<file path="src/rtl/imm_decode_stage.sv">
// RISC-V immediate generation: classify opcode, build XLEN-wide immediate + format code.
// Latency: 1 cycle (accept at edge N, result visible in cycle N+1).
// Backpressure: main + skid register; in_ready is registered and drops while the skid holds an entry.
module imm_decode_stage #(
    parameter int XLEN     = 32,
    parameter bit RV64_OPS = 1'b0
) (
    input  logic            clk,
    input  logic            reset,
    input  logic            flush,
    input  logic            in_valid,
    output logic            in_ready,
    input  logic [31:0]     in_instr,
    output logic            out_valid,
    input  logic            out_ready,
    output logic [31:0]     out_instr,
    output logic [XLEN-1:0] out_imm,
    output logic [2:0]      out_fmt
);
    localparam logic [2:0] FMT_R   = 3'd0;
    localparam logic [2:0] FMT_I   = 3'd1;
    localparam logic [2:0] FMT_S   = 3'd2;
    localparam logic [2:0] FMT_B   = 3'd3;
    localparam logic [2:0] FMT_U   = 3'd4;
    localparam logic [2:0] FMT_J   = 3'd5;
    localparam logic [2:0] FMT_Z   = 3'd6;
    localparam logic [2:0] FMT_ILL = 3'd7;

    // The 32-bit word opcodes only exist on a 64-bit datapath.
    localparam bit EN_RV64 = RV64_OPS && (XLEN == 64);

    typedef struct packed {
        logic [31:0]     instr;
        logic [XLEN-1:0] imm;
        logic [2:0]      fmt;
    } entry_t;

    logic [2:0]  dec_fmt;
    logic [31:0] imm32;
    entry_t      dec;

    entry_t main_q, main_n;
    entry_t skid_q, skid_n;
    logic   main_vld, main_vld_n;
    logic   skid_vld, skid_vld_n;
    logic   in_ready_q;
    logic   accept;
    logic   drain;

    always_comb begin
        dec_fmt = FMT_ILL;
        case (in_instr[6:0])
            7'b0110111, 7'b0010111:                       dec_fmt = FMT_U;
            7'b1101111:                                   dec_fmt = FMT_J;
            7'b1100111, 7'b0000011, 7'b0010011, 7'b0001111: dec_fmt = FMT_I;
            7'b1100011:                                   dec_fmt = FMT_B;
            7'b0100011:                                   dec_fmt = FMT_S;
            7'b0110011:                                   dec_fmt = FMT_R;
            7'b1110011:                                   dec_fmt = in_instr[14] ? FMT_Z : FMT_I;
            7'b0011011:                                   dec_fmt = EN_RV64 ? FMT_I : FMT_ILL;
            7'b0111011:                                   dec_fmt = EN_RV64 ? FMT_R : FMT_ILL;
            default:                                      dec_fmt = FMT_ILL;
        endcase
    end

    // Every format fits in 32 bits already sign-extended (Z has bit 31 clear),
    // so a single signed widening to XLEN covers both datapath widths.
    always_comb begin
        imm32 = '0;
        case (dec_fmt)
            FMT_I:   imm32 = {{20{in_instr[31]}}, in_instr[31:20]};
            FMT_S:   imm32 = {{20{in_instr[31]}}, in_instr[31:25], in_instr[11:7]};
            FMT_B:   imm32 = {{20{in_instr[31]}}, in_instr[7], in_instr[30:25], in_instr[11:8], 1'b0};
            FMT_U:   imm32 = {in_instr[31:12], 12'b0};
            FMT_J:   imm32 = {{12{in_instr[31]}}, in_instr[19:12], in_instr[20], in_instr[30:21], 1'b0};
            FMT_Z:   imm32 = {27'b0, in_instr[19:15]};
            default: imm32 = '0;
        endcase
    end

    always_comb begin
        dec.instr = in_instr;
        dec.imm   = XLEN'($signed(imm32));
        dec.fmt   = dec_fmt;
    end

    assign accept = in_valid && in_ready_q;
    assign drain  = main_vld && out_ready;

    // in_ready is low whenever the skid is full, so a skid->main move never
    // coincides with an accept.
    always_comb begin
        main_n     = main_q;
        skid_n     = skid_q;
        main_vld_n = main_vld;
        skid_vld_n = skid_vld;
        if (!main_vld || drain) begin
            if (skid_vld) begin
                main_n     = skid_q;
                main_vld_n = 1'b1;
                skid_vld_n = 1'b0;
            end else begin
                main_vld_n = accept;
                if (accept) begin
                    main_n = dec;
                end
            end
        end else if (accept) begin
            skid_n     = dec;
            skid_vld_n = 1'b1;
        end
    end

    always_ff @(posedge clk) begin
        if (reset) begin
            main_q     <= '0;
            skid_q     <= '0;
            main_vld   <= 1'b0;
            skid_vld   <= 1'b0;
            in_ready_q <= 1'b1;
        end else if (flush) begin
            main_vld   <= 1'b0;
            skid_vld   <= 1'b0;
            in_ready_q <= 1'b1;
        end else begin
            main_q     <= main_n;
            skid_q     <= skid_n;
            main_vld   <= main_vld_n;
            skid_vld   <= skid_vld_n;
            in_ready_q <= !skid_vld_n;
        end
    end

    assign in_ready  = in_ready_q;
    assign out_valid = main_vld;
    assign out_instr = main_q.instr;
    assign out_imm   = main_q.imm;
    assign out_fmt   = main_q.fmt;

endmodule

</file>
<file path="config.mk">
export PLATFORM = sky130hd
export DESIGN_NAME = imm_decode_stage
export DESIGN_NICKNAME = d
export VERILOG_FILES = /design/src/rtl/imm_decode_stage.sv
export SDC_FILE = /design/constraint.sdc
export NUM_CORES = 1
export LEC_CHECK = 0
export CAP_MARGIN = 20
export CORE_MARGIN = 1.5
export CORE_UTILIZATION = 53
export DETAILED_ROUTE_END_ITERATION = 12
export GPL_TIMING_DRIVEN = 0
export PLACE_DENSITY_LB_ADDON = 0.2
export SETUP_SLACK_MARGIN = 0.02
export SLEW_MARGIN = 10
export SYNTH_ARGS = -nofsm -noshare
export SYNTH_HDL_FRONTEND = slang
export SYNTH_SLANG_ARGS = --single-unit
</file>
<file path="constraint.sdc">
create_clock -name clk -period 2.4 [get_ports clk]
set_input_delay 0.48 -clock clk [delete_from_list [all_inputs] [get_ports clk]]
set_output_delay 0.48 -clock clk [all_outputs]
set_load 0.1 [all_outputs]
</file>
==> results.py, run 1 <==
metrics = {
    "sta": {
        "finalCritPeriodShare_pct": 93.7,
        "drv_slew": 0,
        "grt_setup_unrepaired": "false",
        "skew_ns": 0.00478,
        "period_needed_ns": 2.25,
        "fin_setup_tns_ns": 0,
        "hold_viol_final": 0,
        "worst_pin_slew_ns": 0.972,
        "fmax_mhz": 445,
        "setup_viol": 0,
        "maxSlewHeadroom_pct": 35.5,
    },
    "final_layout": {
        "area_growth_pct": 29.3,
        "nets": 852,
        "drive_gt1_share_pct": 8.71,
        "diodes": 0,
        "final_cell_count_no_fill": 967,
    },
    "floorplan": {
        "die_area_mm2": 0.0118,
        "coreArea_mm2": 0.0108,
        "rows": 38,
        "fp.dieH_um": 109,
        "initial_core_util_pct": 54.6,
        "ios": 106,
        "fp.dieW_um": 109,
    },
    "clock_network": {
        "cts_tree": "yes",
        "clk_latency_ns": 0.52,
        "numCtsBuffers": 17,
        "htree_levels": 4,
        "cts_max_path_buffers": 2,
        "cts_root_buf": "clkbuf_8",
        "clk_pin_slew_ns": 0.06,
        "cts.sinks": 137,
    },
    "pwr": {
        "p_sw_mw": 1.83,
        "combPwrFrac_pct": 17.3,
        "p_int_mw": 4.07,
        "seqPwrFrac_pct": 40.7,
        "switching_share_pct": 31.0,
        "power.density_mw_per_mm2": 771,
        "irDropWorstVdd_uv": 417,
        "p_leak_nw": 3.02,
        "pwr-share-clk_pct": 42.1,
    },
    "route": {
        "vias": 5905,
        "dr.first_iter.drc_count": 623,
        "drt.antenna.violating_nets": 0,
        "totalWireLength_mm": 18.2,
        "vias_per_cell": 6.11,
        "drc_errors": 0,
        "drt_pass1_iterations": 5,
        "detail_route.wl_per_cell_um": 18.8,
    },
    "placed_design": {
        "gp_congestion": 0.904,
        "place_hpwl_mm": 12.8,
        "dp_cells": 933,
        "io_buffers": 103,
    },
    "worst_setup_path": {
        "end_kind": "register",
        "crit_path_frequent_cell": "clkbuf_1",
        "criticalPathCategory": "register to register",
        "start_kind": "register",
        "arrival_ns": 2.65,
        "crit_path_max_incr_delay_ns": 0.47,
        "crit_chain": "clkbuf_1 -> a21oi_1 -> nor3_2 -> clkbuf_1 -> nor3b_1 -> a41o_1 -> a211o_1",
        "crit_start": "skid_vld",
        "path_max_fanout": 10,
        "required_ns": 2.81,
        "crit_slowest_cell": "clkbuf_1",
        "r2r-start": "skid_vld",
        "r2r_slack_ns": 0.15,
    },
    "outcome": {
        "status": "finished, final reports clean",
    },
    "yosys": {
        "ys_seq_area_share_pct": 46.4,
        "yosys_warnings": 0,
        "synth_ff_type": "dfxtp_1",
        "syn_area_mm2": 0.00592,
        "synthArstFlopShare_pct": 0,
        "synth_fp_nets": 727,
        "ys_types": 54,
        "synth_edf_count": 0,
        "ys_ff_latch": 137,
        "synth_area_per_cell_um2": 8.57,
        "netlist_instances": 690,
    },
    "grt": {
        "grt_max_degree": 17,
        "first_global_vias": 5602,
        "antenna_found_initial": 0,
        "gr-total-overflow": 0,
        "grt_pass1_wl_mm": 28.3,
        "gr-usage-all-layers_pct": 31.3,
    },
    "min_path": {
        "hold_path_class": "primary input to register",
        "hp-start": "in_instr[3]",
    },
    "run": {
        "cap_violations": 0,
    },
}
## power by group through the flow
| stage | Sequential [mW] | Clock, mW | Combinational [mW] |
|---|---|---|---|
| floorplan | 2.92 | 0 | 0.255 |
| global placement | 2.44 | 0 | 1.03 |
| detailed placement | 2.45 | 0 | 1.04 |
| CTS | 2.40 | 2.48 | 1.00 |
| global route | 2.40 | 2.57 | 1.06 |
| finish | 2.40 | 2.48 | 1.02 |
## stage by stage
stage / hold WS (ns) / power [mW] / setup WS, ns / instance area [um^2] / util, %
final: 0.273 / 5.90 / 0.151 / 7650 / 70.5
after global routing: 0.276 / 6.04 / 0.0293 / 7650 / 70.5
after CTS: 0.259 / 5.88 / 0.0721 / 7600 / 70.1
after detailed placement: 0.448 / 3.49 / -0.632 / 7120 / 65.7
after global placement: 0.441 / 3.47 / -0.579 / 7120 / 65.7
after floorplan: 0.432 / 3.18 / 0.0356 / 5920 / -
## cells in the final DEF (no fill, tap or decap), types with 2 or more instances in the layout
cell,netlist,final
inv_1,4,4
buf_1,3,2
o21ai_0,45,45
buf_2,10,10
a21oi_1,85,84
a41o_1,11,11
nand2b_1,3,3
clkbuf_2,0,5
buf_4,1,4
nor3_1,2,2
nand3_1,2,2
nor3b_1,11,11
a211oi_2,7,7
o22ai_1,3,3
nand3b_1,13,13
clkinv_2,0,5
clkinvlp_4,0,6
a21o_1,6,6
nand2_1,107,107
a211o_1,11,11
dlygate4sd2_1,0,69
a211oi_1,38,38
a31oi_1,9,9
clkbuf_16,0,16
a21oi_2,1,2
clkbuf_1,47,43
a311oi_1,10,10
clkbuf_8,0,2
nor2b_1,14,14
dfxtp_1,137,137
buf_6,2,2
nor2_1,54,54
clkdlybuf4s50_1,0,34
mux2i_1,25,25
or3_1,3,3
bufinv_16,0,2
## cells in the mapped netlist, drive strengths merged, types with 2 or more instances
library cell    n  share of area [%]
a211o          11                1.6
a211oi         46                6.6
a21o            6               0.76
a21oi          86                7.3
a311oi         10                1.5
a31oi           9               0.95
a41o           11                1.9
buf            16                1.5
clkbuf         47                3.0
dfxtp         137                 46
inv             4               0.25
mux2i          25                4.2
nand2         107                6.8
nand2b          3               0.32
nand3           2               0.17
nand3b         13                1.6
nor2           54                3.4
nor2b          14                1.5
nor3            3               0.34
nor3b          11                1.4
o211ai          2               0.49
o21ai          45                3.8
o22ai           4               0.53
or3             3               0.32
or3b            2               0.34
## critical path: cells and delay by family (launching register included)
| kind | cells | cell delay (ns) |
|---|---|---|
| buffers and inverters | 2 | 0.78 |
| AOI/OAI and AO/OA | 3 | 0.60 |
| and+or+nand+nor | 2 | 0.44 |
| DFF | 1 | 0.31 |
## layer usage
layer | wire length, um | GRT usage (%)
met5 | 0 | 0
met4 | 458 | 11.4
met3 | 1690 | 7.47
met2 | 8470 | 51.0
met1 | 7590 | 40.4
## area by class of cell
| type | instances | area [um^2] |
|---|---|---|
| Tap cell | 140 | 175 |
| Timing Repair Buffer | 106 | 967 |
| Fill cell | 865 | 3190 |
| Sequential cell | 137 | 2740 |
| Buffer | 63 | 274 |
| Clock inverter | 13 | 130 |
| Inverter | 4 | 15.0 |
| Multi-Input combinational cell | 486 | 2910 |
| Clock buffer | 18 | 428 |
## logic make-up after synthesis
family / Yosys count / share of synthesized area, %
AND/OR/NAND/NOR: 222 / 17.7
buffers and inverters: 67 / 4.78
flip-flops: 137 / 46.4
AO/OA/AOI/OAI: 239 / 26.9
multiplexers: 25 / 4.23
## final timing paths
path            endpoint  cells after the start
max          out_imm[27]                      7
min reg2reg   skid_q[52]                      2
min           skid_q[38]                      3
max reg2reg  out_imm[27]                      7
## what timing repair did
action	4_1_cts	5_1_grt
pin swaps	0	1
hold buffers	0	0
setup buffers	0	3
resized for setup	71	9
endpoints found under the hold margin	0	0
setup endpoints to repair	79	50
## registers in the layout (all words and copies together), names as in the netlist
| signal | count |
|---|---|
| skid_q | 67 |
| out_imm | 32 |
| out_instr | 32 |
| out_fmt | 3 |
| in_ready | 1 |
| out_valid | 1 |
| skid_vld | 1 |
No activity file was read; power rests on OpenSTA's default activity.
==> run 2: changes to the inputs <==
Settings changed: CORE_ASPECT_RATIO from default to 0.8.
==> run 2 against run 1 <==
Compared with the run above:
- global-route usage up 0.16 points
- sequential power about the same
- clock-buffer cell count up 5
- combinational power about the same
- critical path depth down 6
- routed wire length up 1.2%
- setup slack worse by 0.11 ns
- clock power up 9.7%
- largest cell class unchanged
==> results.py, run 2 (synthesis results as in run 1) <==
metrics = {
    "final_layout": {
        "layout_common_cells": "dfxtp_1 (137), nand2_1 (107), a21oi_1 (84), nor2_1 (54), o21ai_0 (45)",
        "n_fill_cell": 885,
        "top_register": "skid_q",
        "largest_register_ff_count": 67,
        "multi_input_area_mm2": 0.00291,
        "area_growth_pct": 32.4,
        "diodes": 0,
        "post-route-cell-area_mm2": 0.00783,
        "area.sequential_mm2": 0.00274,
        "drive_gt1_share_pct": 8.38,
        "final_common_cell": "dfxtp_1",
        "nets": 849,
    },
    "route": {
        "drc_errors": 0,
        "totalWireLength_mm": 18.4,
        "detail_route.wl_per_cell_um": 19.1,
        "vias_per_cell": 6.08,
        "dr.first_iter.drc_count": 468,
        "vias": 5878,
        "drt_pass1_iterations": 5,
        "drt.antenna.violating_nets": 0,
    },
    "floorplan": {
        "fp.dieH_um": 97.5,
        "ios": 106,
        "rows": 34,
        "initial_core_util_pct": 54.3,
        "die_area_mm2": 0.0118,
        "coreArea_mm2": 0.0109,
        "fp.dieW_um": 121,
    },
    "sta": {
        "fmax_mhz": 423,
        "hold_viol_final": 0,
        "skew_ns": 0.00605,
        "setup_viol": 0,
        "grt_setup_unrepaired": "false",
        "setup_ws_ns": 0.0375,
        "drv_slew": 0,
        "finalCritPeriodShare_pct": 98.4,
        "worst_pin_slew_ns": 1.00,
        "maxSlewHeadroom_pct": 33.5,
        "period_needed_ns": 2.36,
    },
    "pwr": {
        "power.density_mw_per_mm2": 786,
        "irDropWorstVdd_uv": 501,
        "finalPower_mw": 6.16,
        "p_leak_nw": 3.46,
    },
    "worst_setup_path": {
        "worstSetupPathDepth": 1,
        "arrival_ns": 1.88,
        "cp_num_buf_inv": 1,
        "r2r-start": "skid_vld",
        "criticalPathCategory": "register to primary output",
        "r2r_slack_ns": 0.15,
        "crit_chain": "clkdlybuf4s50_1",
        "crit_path_max_incr_delay_ns": 1.13,
        "reg2reg_to": "out_imm[30]",
        "cpLargestDelayFamily": "buffers and inverters",
        "crit_slowest_cell": "clkdlybuf4s50_1",
        "path_max_fanout": 2,
        "ff2ff_path_depth": 7,
        "end_kind": "primary output",
        "required_ns": 1.92,
        "start_kind": "register",
    },
    "placed_design": {
        "placed_area_mm2": 0.00713,
        "io_buffers": 103,
        "gp_congestion": 0.913,
        "post-place-ws_ns": -0.669,
        "place_hpwl_mm": 12.9,
    },
    "clock_network": {
        "cts.sinks": 137,
        "cts_tree": "yes",
        "numCtsBuffers": 17,
        "htree_levels": 4,
        "clk_latency_ns": 0.42,
        "cts_max_path_buffers": 2,
        "cts_root_buf": "clkbuf_16",
        "clk_pin_slew_ns": 0.06,
        "postCtsHoldBufs": 0,
    },
    "grt": {
        "gr-total-overflow": 0,
        "grt_max_degree": 17,
        "first_global_vias": 5444,
        "gr-usage-all-layers_pct": 31.4,
        "antenna_found_initial": 0,
        "grt_pass1_wl_mm": 28.8,
    },
    "outcome": {
        "status": "finished, final reports clean",
    },
    "run": {
        "cap_violations": 0,
    },
    "min_path": {
        "hold_path_class": "primary input to register",
        "min_path_cells": 3,
        "hp-start": "in_instr[3]",
        "whs_endpoint": "skid_q[38]",
    },
}
==> run 2: changes by cell type in the layout (fill, tap and decap cells not counted), moves of 2 or more <==
cell,previous run,this run
buf_4,4,1
clkinv_2,5,2
clkdlybuf4s50_1,34,41
clkbuf_2,5,7
dlygate4sd2_1,69,26
dlymetal6s2s_1,0,36
clkinvlp_4,6,2
clkbuf_8,2,5
==> run 2: power breakdown <==
group	total, mW	internal [mW]	switching [mW]	leakage (nW)
clock network	2.72	1.76	0.960	0.297
logic	1.04	0.250	0.794	2.05
registers	2.40	2.35	0.0420	1.11
total	6.16	4.36	1.80	3.46
==> run 2: worst max path at each step <==
| stage | to | slack, ns | startpoint |
|---|---|---|---|
| floorplan | out_imm[23] | 0.04 | in_ready |
| finish | out_instr[9] | 0.04 | out_instr[9] |
| global route | out_imm[30] | 0.002 | skid_vld |
| detailed placement | out_imm[22] | -0.67 | flush |
| global placement | out_imm[28] | -0.62 | flush |
| CTS | out_instr[15] | 0.02 | out_instr[15] |
==> run 2: what timing repair did <==
item,4_1_cts,5_1_grt
endpoints found under the setup margin,46,126
resized for setup,29,49
endpoints found under the hold margin,0,0
setup buffers,0,0
pin swaps,0,0
==> run 2: final cells by class <==
| type | count | share of cell area [%] |
|---|---|---|
| Clock inverter | 7 | 1.47 |
| Clock buffer | 23 | 6.36 |
| Sequential cell | 137 | 35.0 |
| Multi-Input combinational cell | 486 | 37.2 |
| Tap cell | 144 | 2.30 |
| Timing Repair Buffer | 103 | 13.9 |
| Buffer | 63 | 3.56 |
| Inverter | 4 | 0.192 |
==> run 2: per-stage QoR <==
step	std cells	hold WS (ns)	TNS, ns	utilization (%)
final	967	0.369	0	71.9
after global routing	967	0.398	0	71.9
after CTS	967	0.361	0	71.0
after detailed placement	937	0.447	-34.80	65.4
after global placement	937	0.441	-29.20	65.4
after floorplan	690	0.432	0	-
==> run 2: per-layer routing <==
metal / vias up / track usage (%) / routed length (um)
met1: 2831 / 44.8 / 8280
li1: 2722 / - / -
met3: 32 / 7.16 / 1630
met5: - / 0 / 0
met4: 0 / 10.6 / 294
met2: 293 / 46.8 / 8220
==> run 3: changes to the inputs <==
Clock period 2.4 ns to 2.2 ns, I/O delays scaled along.
==> run 3 against run 2 <==
Compared with the run above:
- critical path depth up 5
- sequential share of layout area up 0.42 points
- setup slack better by 0.038 ns
- utilization down 0.78 points
- hold slack worse by 0.038 ns
- routed wire length up 0.29%
- critical path type is now primary input to register
- sequential power up 8.8%
==> results.py, run 3 (synthesis results as in run 1) <==
metrics = {
    "pwr": {
        "combPwrFrac_pct": 17.1,
        "p_sw_mw": 1.99,
        "switching_share_pct": 30.4,
        "p_int_mw": 4.57,
        "p_leak_nw": 3.09,
        "irDropWorstVdd_uv": 542,
        "finalPower_mw": 6.56,
        "seqPwrFrac_pct": 39.8,
        "pwr-share-clk_pct": 43.1,
        "power.density_mw_per_mm2": 847,
    },
    "final_layout": {
        "top_register": "skid_q",
        "final_common_cell": "dfxtp_1",
        "layout_common_cells": "dfxtp_1 (135), nand2_1 (106), a21oi_1 (84), dlygate4sd2_1 (69), nor2_1 (54)",
        "nets": 851,
        "diodes": 0,
        "area_growth_pct": 31.0,
        "largest_register_ff_count": 67,
        "drive_gt1_share_pct": 11.0,
    },
    "worst_setup_path": {
        "cpLargestDelayFamily": "compound AO/OA/AOI/OAI gates",
        "crit_slowest_cell": "clkdlybuf4s50_1",
        "start_kind": "primary input",
        "required_ns": 2.57,
        "path_max_fanout": 10,
        "crit_chain": "clkdlybuf4s50_1 -> o211ai_1 -> o211ai_4 -> a211oi_4 -> buf_6 -> a211o_1",
        "criticalPathCategory": "primary input to register",
        "end_kind": "register",
        "cp_num_buf_inv": 2,
        "crit_path_max_incr_delay_ns": 0.62,
        "arrival_ns": 2.49,
    },
    "clock_network": {
        "htree_levels": 4,
        "cts_tree": "yes",
        "cts_root_buf": "clkbuf_16",
        "clk_latency_ns": 0.42,
        "numCtsBuffers": 17,
        "cts_max_path_buffers": 2,
        "clk_pin_slew_ns": 0.06,
        "cts.sinks": 137,
    },
    "route": {
        "detail_route.wl_per_cell_um": 19.1,
        "drt_pass1_iterations": 7,
        "vias": 5872,
        "drc_errors": 0,
        "dr.first_iter.drc_count": 501,
        "totalWireLength_mm": 18.5,
        "vias_per_cell": 6.05,
        "drt.antenna.violating_nets": 0,
    },
    "outcome": {
        "status": "finished, final reports clean",
    },
    "sta": {
        "fmax_mhz": 471,
        "drv_slew": 0,
        "finalCritPeriodShare_pct": 96.6,
        "maxSlewHeadroom_pct": 35.6,
        "hold_viol_final": 0,
        "skew_ns": 0.00492,
        "grt_setup_unrepaired": "true",
        "worst_pin_slew_ns": 0.969,
        "setup_ws_ns": 0.0751,
        "setup_viol": 0,
        "period_needed_ns": 2.12,
    },
    "placed_design": {
        "gp_congestion": 0.910,
        "io_buffers": 103,
        "place_hpwl_mm": 13.1,
        "post-place-ws_ns": -0.797,
    },
    "floorplan": {
        "die_area_mm2": 0.0118,
        "fp.dieW_um": 121,
        "ios": 106,
        "coreArea_mm2": 0.0109,
        "rows": 34,
        "fp.dieH_um": 97.5,
        "initial_core_util_pct": 54.3,
    },
    "min_path": {
        "hold_path_class": "primary input to register",
    },
    "grt": {
        "gr-usage-all-layers_pct": 31.9,
        "first_global_vias": 5598,
        "gr-total-overflow": 0,
        "antenna_found_initial": 0,
        "grt_pass1_wl_mm": 29.2,
        "grt_max_degree": 17,
    },
    "run": {
        "cap_violations": 0,
    },
}
## run 3: cell types whose count changed in the layout (fill, tap and decap cells not counted), moves of 3 or more
cell	before	now
dlygate4sd2_1	26	69
dlymetal6s2s_1	36	1
clkbuf_1	42	31
clkbuf_2	7	15
clkdlybuf4s50_1	41	33
buf_4	1	5
buf_2	9	12
## run 3: final cells by class
class	instances	area, um^2
inverters	4	15.0
multi-input cells	486	2960
clock inverters	11	123
repair buffers	105	962
flip-flops and latches	137	2750
fillers	885	3140
well taps	144	180
clock buffers	20	467
plain buffers	63	297
## run 3: worst paths after layout
path                                    from            to  slack [ns]  cells past startpoint
worst max-delay path            in_instr[14]   out_imm[21]        0.08                      6
worst min-delay path             in_instr[3]    skid_q[38]        0.33                      3
worst max register to register      skid_vld  out_instr[9]        0.08                      7
worst min register to register    skid_q[52]    skid_q[52]        0.45                      2
## run 3: stage by stage
stage	hold WS, ns	TNS, ns	cell area [um^2]	util (%)	std cells
finish	0.330	0	7750	71.1	970
global placement	0.442	-50.16	7130	65.5	937
CTS	0.326	0	7670	70.4	968
global route	0.351	0	7750	71.1	970
floorplan	0.432	0	5920	-	690
detailed placement	0.448	-55.82	7130	65.5	937
## run 3: tightest hold or removal path: cells and delay by family
family          cells  cell delay [ns]
compound gates      1             0.05
buf+inv             1             0.15
simple gates        1             0.06
## run 3: per-layer routing
layer	part of all wire (%)	global-route usage (%)	routed length, um	vias to the layer above
li1	-	-	-	2731
met1	44	44.0	8080	2817
met2	45	48.8	8410	288
met3	9.0	8.10	1670	36
met4	1.8	10.4	329	0
met5	0	0	0	-
## run 3: power by group through the flow
stage | Combinational, mW | Clock [mW] | Sequential [mW]
finish | 1.12 | 2.83 | 2.61
detailed placement | 1.14 | 0 | 2.67
floorplan | 0.278 | 0 | 3.19
global placement | 1.13 | 0 | 2.67
global route | 1.17 | 2.94 | 2.62
CTS | 1.10 | 2.83 | 2.61
## run 3: what timing repair did
action	4_1_cts	5_1_grt
gates resized for setup	82	34
pin swaps	0	1
buffers inserted	0	2
hold buffers	0	0
setup endpoints to repair	143	120
==> patch (flow settings as in run 1) <==
The parameter `XLEN` goes from 32 to 16.
--- a/src/rtl/imm_decode_stage.sv
+++ b/src/rtl/imm_decode_stage.sv
@@ -4,3 +4,3 @@
 module imm_decode_stage #(
-    parameter int XLEN     = 32,
+    parameter int XLEN     = 16,
     parameter bit RV64_OPS = 1'b0
Ports: changed (resized out_imm); port bits go from 106 to 90. The function was not compared with the original's and may differ.
==> patch against run 1 <==
Sequential cell count shrank 32. Register-to-register slack gained 0.25 ns. Cell area shrank 22%. Power shrank 35%. Routed wire length shrank 28%. Via count shrank 24%. Synthesized area shrank 22%. Worst setup slack lost 0.11 ns. Sequential power shrank 24%. Critical path depth shrank 6. Critical path type is now flop to output pin. Critical endpoint is now out_imm[14].
==> patch: results (changes against run 1) <==
[status]
status=finished, final reports clean

[grt]
grt_usage_pct=29.38  ; -1.9 points
grt_max_degree=21  ; +4
use_met2_pct=50.41  ; -0.62 points
grtUsageMet3_pct=6.808  ; -0.66 points
gr-usage-met1_pct=35.18  ; -5.2 points
grt_pass1_wl_mm=20.80  ; -27%
grt_pass1_vias=4275  ; -24%

[setup_path]
r2r_cells=6  ; -1
slowest_stage=clkdlybuf4s50_1
critPathMaxStageDelay_ns=1.14  ; +0.67 ns
worst_r2r_endpoint=out_imm[6]$_SDFFE_PP0P_
worstPathMaxFanout=2  ; -8
cp-startpoint=out_imm[14]$_SDFFE_PP0P_
r2r_slack_ns=0.40  ; +0.25 ns

[floorplanning]
die_area_mm2=0.009292  ; -21%

[yosys]
synthTopCellsByCount=dfxtp_1, nand2_1, a21oi_1, clkbuf_1, nor2_1
synthMuxAreaShare_pct=6.928  ; +2.7 points
syn_nets=585  ; -20%
syn_area_per_cell_um2=8.436  ; -1.6%
synth-compound-area-share_pct=24.82  ; -2.1 points
synth_area_leaders=dfxtp_1, nand2_1, mux2i_1, a21oi_1, a211oi_1
synth.distinct_cells=47  ; -13%
ys_seq_elements=105  ; -23%
ys_seq_area_share_pct=45.47  ; -0.90 points

[drt]
viasPerCell=5.967  ; -2.3%
routed_wl_mm=13.06  ; -28%
drt_iter0_markers=343  ; -45%
drtPass1Iterations=6  ; +1
vias=4511  ; -24%

[sta]
tightest_slew_ns=0.9798  ; +0.007920 ns
timing.hold.ws_ns=0.3957  ; +0.1225 ns
fin_skew_ns=0.01293  ; +0.008156 ns

[layout]
non_clock_inverter_count=6  ; +2
nNonClkBuffers=136  ; -20%
seq_share_pct=35.29  ; -0.58 points
area_delta_synth_final_pct=28.82
multi_input_comb_cells=388  ; -20%
drive_above_1_share_pct=6.605  ; -2.1 points
buf_share_pct=19.83  ; +3.6 points
multi_input_area_mm2=0.002300  ; -21%
nets=683  ; -20%
clkCellAreaFrac_pct=3.676  ; -3.6 points
largest_reg_flops=51  ; -24%
clkbuf_count=9  ; -9

[hold_path]
min_path_cells=3  ; unchanged
hp-start=in_instr[2]
min_to=skid_q[21]$_SDFFE_PP0P_

[pwr]
ir_worst_vdd_uv=422.0  ; +1.2%
cellLeakagePower_nw=2.563  ; -15%

[clock_network]
cts.reportedPaths.clkPinSlew_ns=0.10  ; +0.04 ns
insertion_delay_ns=0.37  ; -0.15 ns
h-tree-depth=3  ; -1

[placed_design]
dp_slack_ns=-0.4285  ; +0.2034 ns
port_buffers=87  ; -16%
placed_cell_area_mm2=0.005625  ; -21%
gp_congestion=0.9444  ; +4.5%
hpwl_mm=9.470  ; -26%
place_inst=740  ; -21%

patch: changes by cell type after synthesis, moves of 9 or more:
cell,delta
dfxtp_1,-32
a21oi_1,-24
o21ai_0,-21
nor2_1,-17
nand3b_1,-12
a211o_1,-11
a41o_1,-11
and3_1,+10
nor2b_1,-9
nor3b_1,-9
patch: cells by family (layout without fill, tap and decap cells):
family                 Yosys count  count (layout)
multiplexers                    32              32
buffers and inverters           55             158
flip-flops                     105             105
AND/OR/NAND/NOR                184             184
AO/OA/AOI/OAI                  172             172
patch: worst max-delay path by stage:
| stage | cells past startpoint | to | slack [ns] |
|---|---|---|---|
| floorplan | 6 | out_instr[10]$_SDFFE_PP0P_ | 0.05 |
| global placement | 6 | skid_q[12]$_SDFFE_PP0P_ | -0.35 |
| detailed placement | 6 | skid_q[12]$_SDFFE_PP0P_ | -0.43 |
| CTS | 1 | out_imm[4] | 0.02 |
| global route | 7 | out_imm[3]$_SDFFE_PP0P_ | 0.02 |
| finish | 1 | out_imm[14] | 0.04 |
patch: layer usage:
| layer | vias to the layer above | wire length, um |
|---|---|---|
| met5 | - | 0 |
| met2 | 209 | 6469 |
| met3 | 37 | 983 |
| met1 | 2111 | 5181 |
| met4 | 0 | 427 |
| li1 | 2154 | - |
patch: timing repair:
item,in CTS,in global routing
hold endpoints to repair,0,0
buffers inserted,0,0
endpoints found under the setup margin,16,63
gates resized for setup,5,50
patch: tightest hold or removal path: stages:
cell and delay [ns]:
buf_4 0.14, nand2_1 0.06, a21oi_1 0.05
patch: power breakdown:
group          switching, mW  internal [mW]  total (mW)
combinational          0.581          0.214       0.795
sequential            0.0298           1.80        1.83
clock                  0.669          0.513        1.18
